## src/rtl/p2b_pkg.sv

```systemverilog
// Shared constants, FSM states and lane/gear byte placement for the pixel-to-byte packer.
package p2b_pkg;

    localparam logic [5:0] DT_RAW10   = 6'h2B;
    localparam logic [5:0] DT_RGB888  = 6'h24;
    localparam int         FIFO_DEPTH = 16;
    localparam int         MAX_PUSH   = 5;   // RAW10 group: four MSB bytes plus one LSB byte
    localparam int         MAX_POP    = 8;   // widest word: 4 lanes x gear 16

    typedef enum logic [1:0] {IDLE, STREAM, FLUSH} state_t;

    // Bit offset of byte k inside a lane word of n_bytes bytes at the given gear.
    // Gear 8 puts one byte per lane at the bottom of each 16-bit lane slot; gear 16
    // fills the low byte of every lane first, then the high bytes.
    function automatic int byte_pos(input int k, input int n_bytes, input int gear);
        int lanes;
        int pos;
        lanes = n_bytes / 2;
        if (gear == 8)
            pos = 16 * k;
        else if (k < lanes)
            pos = 16 * k;
        else
            pos = 16 * (k - lanes) + 8;
        return pos;
    endfunction

endpackage

```

## src/rtl/p2b_byte_fifo.sv

```systemverilog
// 16x8 byte FIFO: up to 5 bytes written and up to 8 bytes read per clock.
// The oldest RD_BYTES entries are always visible on rd_data for the output stage.
module p2b_byte_fifo
    import p2b_pkg::*;
#(
    parameter int RD_BYTES = 8
) (
    input  logic                             byte_clk,
    input  logic                             rst,
    input  logic [2:0]                       push_cnt,
    input  logic [MAX_PUSH-1:0][7:0]         push_data,
    input  logic [3:0]                       pop_cnt,
    output logic [RD_BYTES-1:0][7:0]         rd_data,
    output logic [4:0]                       count
);

    logic [7:0] mem [FIFO_DEPTH];
    logic [3:0] wr_ptr;
    logic [3:0] rd_ptr;

    // Pointers and occupancy; 4-bit pointers wrap naturally around the 16 entries.
    always_ff @(posedge byte_clk or posedge rst) begin
        if (rst) begin
            wr_ptr <= '0;
            rd_ptr <= '0;
            count  <= '0;
        end else begin
            wr_ptr <= wr_ptr + 4'(push_cnt);
            rd_ptr <= rd_ptr + pop_cnt;
            count  <= count + 5'(push_cnt) - 5'(pop_cnt);
        end
    end

    // Storage writes; contents need no reset because count gates every read.
    always_ff @(posedge byte_clk) begin
        for (int i = 0; i < MAX_PUSH; i++)
            if (3'(i) < push_cnt)
                mem[wr_ptr + 4'(i)] <= push_data[i];
    end

    // Peek window: byte k is the k-th oldest entry.
    always_comb begin
        for (int k = 0; k < RD_BYTES; k++)
            rd_data[k] = mem[rd_ptr + 4'(k)];
    end

endmodule

```

## src/rtl/pixel2byte_packer.sv

```systemverilog
// Packs RAW10 / RGB888 pixels into bytes, buffers them and emits CSI-2 lane words
// (1/2/4 lanes, gear 8/16), padding and tagging the last word of each line.
module pixel2byte_packer
    import p2b_pkg::*;
#(
    parameter int          NUM_TX_LANE = 4,
    parameter int          TX_GEAR     = 8,
    parameter logic [5:0]  DATA_TYPE   = 6'h2B
) (
    input  logic          byte_clk,
    input  logic          rst,
    input  logic          pix_valid,
    output logic          pix_ready,
    input  logic [23:0]   pix_data,
    input  logic          pix_last,
    output logic          byte_en,
    output logic [63:0]   byte_dout,
    output logic          byte_last
);

    localparam int         N_BYTES    = NUM_TX_LANE * TX_GEAR / 8;
    localparam bit         IS_RAW     = (DATA_TYPE == DT_RAW10);
    localparam int         PUSH_BYTES = IS_RAW ? 5 : 3;
    localparam logic [4:0] READY_MAX  = 5'(FIFO_DEPTH - PUSH_BYTES);

    state_t                       state_q, state_d;
    logic [4:0]                   fifo_cnt;
    logic [4:0]                   cnt_next;
    logic [N_BYTES-1:0][7:0]      rd_data;
    logic [MAX_PUSH-1:0][7:0]     push_data;
    logic [2:0]                   push_cnt;
    logic [3:0]                   pop_cnt;
    logic                         pop_last;
    logic [1:0]                   grp_idx;
    logic [2:0][9:0]              stage;
    logic [3:0][9:0]              grp;
    logic                         ready_q;
    logic                         np_ok_q;
    logic                         accept;
    logic                         acc_last;
    logic [63:0]                  word;

    // RAW10 accepts that only stage a pixel never touch the FIFO, so they bypass
    // the space check; everything else waits on the registered space flag.
    assign pix_ready = ready_q | (IS_RAW && np_ok_q && grp_idx != 2'd3 && !pix_last);
    assign accept    = pix_valid & pix_ready;
    assign acc_last  = accept & pix_last;
    assign cnt_next  = fifo_cnt + 5'(push_cnt) - 5'(pop_cnt);

    // Byte packing for the accepted pixel; a short RAW10 group is zero-filled.
    always_comb begin
        push_cnt  = '0;
        push_data = '0;
        grp       = '0;
        if (IS_RAW) begin
            for (int i = 0; i < 3; i++)
                if (2'(i) < grp_idx)
                    grp[i] = stage[i];
            grp[grp_idx] = pix_data[9:0];
            for (int i = 0; i < 4; i++)
                push_data[i] = grp[i][9:2];
            push_data[4] = {grp[3][1:0], grp[2][1:0], grp[1][1:0], grp[0][1:0]};
            if (accept && (grp_idx == 2'd3 || pix_last))
                push_cnt = 3'd5;
        end else begin
            push_data[0] = pix_data[7:0];
            push_data[1] = pix_data[15:8];
            push_data[2] = pix_data[23:16];
            if (accept)
                push_cnt = 3'd3;
        end
    end

    // RAW10 staging of pixels 0..2; the group restarts after a push or line end.
    always_ff @(posedge byte_clk or posedge rst) begin
        if (rst) begin
            grp_idx <= '0;
            stage   <= '0;
        end else if (IS_RAW && accept) begin
            if (grp_idx == 2'd3 || pix_last) begin
                grp_idx <= '0;
            end else begin
                for (int i = 0; i < 3; i++)
                    if (grp_idx == 2'(i))
                        stage[i] <= pix_data[9:0];
                grp_idx <= grp_idx + 2'd1;
            end
        end
    end

    p2b_byte_fifo #(
        .RD_BYTES (N_BYTES)
    ) u_fifo (
        .byte_clk  (byte_clk),
        .rst       (rst),
        .push_cnt  (push_cnt),
        .push_data (push_data),
        .pop_cnt   (pop_cnt),
        .rd_data   (rd_data),
        .count     (fifo_cnt)
    );

    // Output FSM: word pops while streaming, drain plus zero-padded tail on flush.
    always_comb begin
        state_d  = state_q;
        pop_cnt  = '0;
        pop_last = 1'b0;
        case (state_q)
            IDLE: begin
                if (push_cnt != 3'd0)
                    state_d = acc_last ? FLUSH : STREAM;
            end
            STREAM: begin
                if (fifo_cnt >= 5'(N_BYTES))
                    pop_cnt = 4'(N_BYTES);
                if (acc_last)
                    state_d = FLUSH;
            end
            FLUSH: begin
                if (fifo_cnt >= 5'(N_BYTES)) begin
                    pop_cnt = 4'(N_BYTES);
                    if (fifo_cnt == 5'(N_BYTES)) begin
                        pop_last = 1'b1;
                        state_d  = IDLE;
                    end
                end else if (fifo_cnt != 5'd0) begin
                    pop_cnt  = 4'(fifo_cnt);
                    pop_last = 1'b1;
                    state_d  = IDLE;
                end else begin
                    state_d = IDLE;
                end
            end
            default: state_d = IDLE;
        endcase
    end

    // State register.
    always_ff @(posedge byte_clk or posedge rst) begin
        if (rst)
            state_q <= IDLE;
        else
            state_q <= state_d;
    end

    // Ready flags from post-pop occupancy; held low for the whole flush.
    always_ff @(posedge byte_clk or posedge rst) begin
        if (rst) begin
            ready_q <= 1'b0;
            np_ok_q <= 1'b0;
        end else begin
            ready_q <= (cnt_next <= READY_MAX) && (state_d != FLUSH);
            np_ok_q <= (state_d != FLUSH);
        end
    end

    // Lane word assembly; bytes beyond the pop count stay zero as padding.
    always_comb begin
        word = '0;
        for (int k = 0; k < N_BYTES; k++)
            if (4'(k) < pop_cnt)
                word[byte_pos(k, N_BYTES, TX_GEAR) +: 8] = rd_data[k];
    end

    // Output register, one clock behind the FIFO pop.
    always_ff @(posedge byte_clk or posedge rst) begin
        if (rst) begin
            byte_en   <= 1'b0;
            byte_dout <= '0;
            byte_last <= 1'b0;
        end else begin
            byte_en   <= (pop_cnt != 4'd0);
            byte_dout <= word;
            byte_last <= pop_last;
        end
    end

endmodule
```

## config.mk

```make
export PLATFORM = sky130hd
export DESIGN_NAME = pixel2byte_packer
export DESIGN_NICKNAME = d
export VERILOG_FILES = /design/src/rtl/p2b_pkg.sv /design/src/rtl/p2b_byte_fifo.sv /design/src/rtl/pixel2byte_packer.sv
export SDC_FILE = /design/constraint.sdc
export NUM_CORES = 1
export LEC_CHECK = 0
export ABC_CLOCK_PERIOD_IN_PS = 4400
export CAP_MARGIN = 20
export CORE_MARGIN = 2
export CORE_UTILIZATION = 35
export DETAILED_ROUTE_END_ITERATION = 16
export GPL_ROUTABILITY_DRIVEN = 1
export PLACE_DENSITY = 0.53
export SLEW_MARGIN = 20
export SYNTH_ARGS = -nofsm -noshare
export SYNTH_HDL_FRONTEND = slang
export SYNTH_SLANG_ARGS = --single-unit
```

## constraint.sdc

```tcl
create_clock -name byte_clk -period 4.4 [get_ports byte_clk]
set_clock_uncertainty 0.1 [all_clocks]
set_input_delay 0.88 -clock byte_clk [delete_from_list [all_inputs] [get_ports byte_clk]]
set_output_delay 0.88 -clock byte_clk [all_outputs]
set_load 0.01 [all_outputs]
```

# --- Word level (Yosys, flattened, before mapping) ---
# Memory sizes are Yosys's and may differ from the RTL's.
# Cells that the tools add are included.
word_totals:
  ff_bits: 115
  ram_bits: 128
  output_inout_bits: 67
  word_cells: 125
  memories: 1
mem_list:
  columns: ["name", "depth", "word_bits", "read_ports", "rd_ports_with_merged_regs", "wr", "line", "rtl"]
  rows:
  - ["u_fifo.mem", 16, 8, 4, 0, 5, "p2b_byte_fifo.sv:17", "logic [7:0] mem [FIFO_DEPTH];"]
op_classes:
  add_sub_neg: 16
  magnitude_cmp: 16
  n_eq_ne: 8
  shifts: 8
  muxes: 43
  bitwise: 5
  n_reduce_logical: 15
ops:
  columns: ["operator", "n"]
  rows:
  - ["64-bit 2-to-1 mux", 4]
  - ["8-bit by 33-bit variable shift with 64-bit output (first input constant)", 4]
  - ["8-bit by 33-bit indexed part select with 64-bit output", 4]
  - ["64-bit bitwise mux", 3]
  - ["32-bit negation with 33-bit output", 4]
  - ["32-bit 2-to-1 mux", 4]
  - ["64-bit bitwise AND", 1]
  - ["40-bit bitwise mux", 1]
  - ["10-bit 2-to-1 mux", 4]
  - ["10-bit demux with 2-bit select", 1]
  - ["4-bit by 2-bit adder with 4-bit output (second input constant)", 4]
  - ["1-bit 2-to-1 mux", 14]
  - ["2-bit 2-to-1 mux", 6]
  - ["3-bit AND reduction", 3]
  - ["4-bit by 1-bit adder with 4-bit output (second input constant)", 2]
  - ["1-bit by 4-bit less-than comparator with 1-bit output (first input constant)", 2]
  - ["2-bit by 4-bit less-than comparator with 1-bit output (first input constant)", 2]
  - ["4-bit 2-to-1 mux", 2]
  - ["4-bit one-hot mux with 2 select lines", 1]
  - ["2-bit equality test (second input constant)", 3]
  - ["1-bit by 3-bit less-than comparator with 1-bit output (first input constant)", 2]
  - ["2-bit by 3-bit less-than comparator with 1-bit output (first input constant)", 2]
  - ["3-bit 2-to-1 mux", 2]
  - ["2-bit one-hot mux with 3 select lines", 1]
  - ["26 further kinds", 35]

# --- Depth between registers and ports, before layout ---
depth:
  word_depth: 16
  depth_mapped: 15

# --- By module ---
# A second synthesis with hierarchy kept.
hier_totals:
  hier_cells: 1798
  hier_area_um2: 18554.0
modules_own_cells:
  columns: ["module", "n_inst", "cells_per_inst", "area_per_inst_um2", "seq_area_each_um2"]
  rows:
  - ["p2b_byte_fifo", 1, 1474, 14973.1, 4169.0]
  - ["pixel2byte_packer", 1, 324, 3580.9, 1751.7]

# --- Least setup slack after synthesis ---
# OpenSTA, ideal clock, no wires.
synth_timing:
  path_kind: "input to register"
  startpoint: "in pix_last"
  endpoint: "reg ready_q"
  arrival_time_ps: 3170
  t_required_ps: 4196
  slack_ps: 1027
  path_stages: 11
  cell_sequence: "o211ai_2 > buf_4 > buf_2 > clkbuf_1 > fa_1 > inv_1 > ha_1 > a21o_1 > a21oi_1 > xnor2_1 > a221oi_1"
synth_via:
  word_cells_on_any_way: 18
  cone_classes: "add/sub (2); order compare (1); eq/ne (1); mux (5); bitwise (3); reduce/logical (6)"
synth_lines:
  columns: ["item", "line", "rtl"]
  rows:
  - ["start, declared", "pixel2byte_packer.sv:15", "input logic pix_last,"]
  - ["1-bit logical NOT", "pixel2byte_packer.sv:45", "assign pix_ready = ready_q | (IS_RAW && np_ok_q && grp_idx != 2'd3 && !pix_last);"]
  - ["1-bit logical AND", "pixel2byte_packer.sv:45", null]
  - ["1-bit bitwise OR", "pixel2byte_packer.sv:45", null]
  - ["1-bit bitwise AND", "pixel2byte_packer.sv:46", "assign accept = pix_valid & pix_ready;"]
  - ["1-bit logical AND *", "pixel2byte_packer.sv:63", "if (accept && (grp_idx == 2'd3 || pix_last))"]
  - ["3-bit 2-to-1 mux *", "pixel2byte_packer.sv:63", null]
  - ["5-bit by 3-bit adder with 5-bit output *", "pixel2byte_packer.sv:48", "assign cnt_next = fifo_cnt + 5'(push_cnt) - 5'(pop_cnt);"]
  - ["5-bit by 4-bit subtractor with 5-bit output *", "pixel2byte_packer.sv:48", null]
  - ["net cnt_next[4]", "pixel2byte_packer.sv:28", "logic [4:0] cnt_next;"]
  - ["5-bit by 4-bit less-or-equal comparator with 1-bit output *", "pixel2byte_packer.sv:152", "ready_q <= (cnt_next <= READY_MAX) && (state_d != FLUSH);"]
  - ["1-bit logical AND *", "pixel2byte_packer.sv:152", null]
  - ["end signal, assigned", "pixel2byte_packer.sv:152", null]
  - ["end, declared", "pixel2byte_packer.sv:37", "logic ready_q;"]
# Mark *: on every way through the listed nets, which the timed path passes. The rest lies on a longest branch.
# A chain may end at the register's enable or synchronous reset.

==> results.py <==
metrics = {
    "grt": {
        "grt_first_pass_wirelength_um": 113900,
        "globalRouteOverflowTotal": 0,
        "grt_max_degree": 131,
        "antenna_found_initial": 6,
        "grt_usage_pct": 29.93,
        "grt_pass1_vias": 14908,
    },
    "status": {
        "status": "finished clean",
    },
    "placed_design": {
        "postPlaceCellArea_um2": 19120,
        "numPortBuffers": 48,
        "gp_congestion": 1.058,
        "hpwl_um": 59000,
    },
    "drt": {
        "drtAntennaViolNets": 0,
        "dr.pass1.iters": 6,
        "wl_um": 79840,
        "wl_per_cell_um": 33.73,
        "drc_errors": 0,
        "drtIter0Drc": 2407,
        "via_count": 16063,
        "via_per_inst": 6.786,
    },
    "synth": {
        "yosys-top-cells-count": "144 x mux4_2, 128 x edfxtp_1, 123 x nand2_1",
        "synth_cell_type_count": 89,
        "synth_warnings": 0,
        "synth-edff-count": 128,
        "postSynth.asyncResetShare_pct": 39.34,
        "synth_seq_cells": 211,
        "synthFlopType": "edfxtp_1",
        "synthCells": 1646,
        "syn_avg_cell_area_um2": 10.78,
        "synth_top_area_share_pct": 21.66,
        "synth_area_um2": 17750,
        "ys_seq_area_share_pct": 33.36,
        "yosysMostFrequentCell": "mux4_2",
        "synth_top_area_cell": "edfxtp_1",
        "netlist_top_cells_area": "edfxtp_1 22%, mux4_2 18%, dfrtp_1 12%, mux2i_1 4.1%, mux2_2 3.5%",
    },
    "power": {
        "p_int_mw": 7.552,
        "cellPowerDensity_nw_per_um2": 729.2,
        "p_leak_nw": 6.837,
        "pwr-share-comb_pct": 62.9,
        "p_seq_share_pct": 22.5,
        "p_clk_share_pct": 14.6,
        "p_sw_share_pct": 48.10,
        "ir_drop_uv": 421.7,
        "power.switching_mw": 6.998,
    },
    "clock_network": {
        "cts_sinks": 211,
        "cts_setup_buffers": 0,
        "htreeDepth": 1,
        "cts-root-buf": "clkbuf_16",
        "clkTransAtPathRegs_ns": 0.07,
        "postCtsHoldBufs": 0,
        "cts_resized": 0,
        "cts_buffers": 26,
        "cts_buffer_depth": 3,
        "clock_latency_ns": 0.58,
        "cts_tree": "built",
    },
    "timing": {
        "min_period_ns": 3.816,
        "maxSlewViolCount": 0,
        "fmax_mhz": 262.1,
        "rsz0062_at_grt": "no",
        "final-hold-violation-count": 0,
        "fin_tns_setup_ns": 0,
        "max_slew_margin_pct": 20.23,
        "min_period_over_period_pct": 86.73,
        "setup-violations-final": 0,
        "worst_pin_slew_ns": 1.189,
    },
    "setup_path": {
        "endpoint_kind": "flop",
        "crit_end": "u_fifo.mem[7][2]",
        "critPathKind": "reg2reg",
        "timing.rr.end": "u_fifo.mem[7][2]",
        "rr_worst_depth": 7,
        "cp-startpoint": "u_fifo.wr_ptr[1]",
        "reg2reg_slack_ns": 0.58,
        "r2r_start": "u_fifo.wr_ptr[1]",
        "crit_required_ns": 4.56,
        "crit_fanout": 17,
        "arrival_ns": 3.98,
        "start_kind": "flop",
    },
    "finish": {
        "fillers": 4917,
        "design_area_um2": 19950,
        "multi_input_area_um2": 11010,
        "seq_area_um2": 5927,
        "drive_gt1_share_pct": 22.41,
        "nets": 1732,
        "syn_to_final_growth_pct": 12.43,
        "postLayoutCoreUtil_pct": 39.85,
    },
    "die": {
        "io_pins": 95,
        "core-area_um2": 50070,
        "rows": 82,
        "die_h_um": 229.2,
        "die_w_um": 229.2,
        "initial_core_util_pct": 35.45,
        "dieArea_um2": 52530,
    },
    "run": {
        "drv_cap": 0,
    },
    "hold_path": {
        "hp-class": "reg2reg",
        "hold_depth": 1,
    },
}
[cells in the final DEF (no fill, tap or decap), types with 55 or more instances in the layout]
cell	Yosys	final
mux4_2	144	144
edfxtp_1	128	128
nand2_1	123	123
buf_4	45	96
nor2_1	89	89
o21ai_0	89	87
dfrtp_1	83	80
mux2i_1	72	70
a22oi_1	65	65
a211oi_1	61	61
a21oi_1	60	60
o22ai_1	60	60
mux2_2	55	55
[metrics by stage]
step | hold WS (ns) | power [mW] | instances | setup WS [ns]
5_1_grt | 0.4226 | 15.09 | 2363 | 0.4440
3_3_place_gp | 0.3829 | 12.08 | 2317 | 0.4882
4_1_cts | 0.4040 | 14.27 | 2363 | 0.6780
3_5_place_dp | 0.3890 | 12.14 | 2317 | 0.4241
2_1_floorplan | 0.3727 | 8.976 | 1677 | 1.027
6_report | 0.4029 | 14.55 | 2367 | 0.5839
[worst min-delay path by stage]
stage | start | endpoint | slack [ns]
after floorplan | stage[19] | stage[19] | 0.37
after global placement | stage[13] | stage[13] | 0.38
after detailed placement | stage[17] | stage[17] | 0.39
after CTS | stage[17] | stage[17] | 0.40
after global routing | stage[17] | stage[17] | 0.42
final | stage[17] | stage[17] | 0.40
[power by group through the flow]
stage	Clock (mW)	Combinational, mW	Sequential [mW]
floorplan	0	5.94	3.04
global placement	0	8.81	3.27
detailed placement	0	8.84	3.30
CTS	2.15	8.86	3.26
global route	2.22	9.55	3.33
finish	2.12	9.15	3.27
[layer usage]
layer  up-vias  GRT usage, %  share of wire (%)
li1       6642             -                  -
met1      7980         39.99                 39
met2      1208         46.48                 45
met3       227         7.756                 11
met4         6         11.67                4.8
met5         -             0              0.058
[flip-flops by register name (all words and copies together) (netlist names)]
signal         cells
byte_en            1
stage             30
u_fifo.wr_ptr      4
u_fifo.count       5
byte_last          1
state_q            2
u_fifo.mem       128
u_fifo.rd_ptr      4
np_ok_q            1
ready_q            1
byte_dout         32
grp_idx            2
[logic make-up (layout without fill, tap and decap cells)]
group	count (synthesis)	in the layout	synth area share (%)
flip-flops	211	211	33.36
AND/OR/NAND/NOR	382	382	11.10
multiplexers	271	271	25.82
AO/OA/AOI/OAI	524	524	20.67
buffers and inverters	206	220	5.675
adder cells (fa/ha/maj)	31	31	2.312
XOR/XNOR	19	19	1.022
other	2	37	0.04231
[critical path, cell delays in order (launching register included)]
cell and delay (ns):
dfrtp_1 0.55, ha_1 0.64, nor2b_1 0.14, o32ai_1 0.50, and3_1 0.62, nand2_1 0.44
o211ai_1 0.25, buf_4 0.25
[cell type report]
type                       instances  share of cell area [%]
sequential                       211                   29.70
antenna                            4                 0.05016
multi-input combinational       1260                   55.17
clock inverter                    16                  0.7713
tap                              672                   4.214
inverter                          28                  0.5393
timing repair buffer             146                   6.220
clock buffer                      30                   3.336
Power figures use the tool's default switching activity.
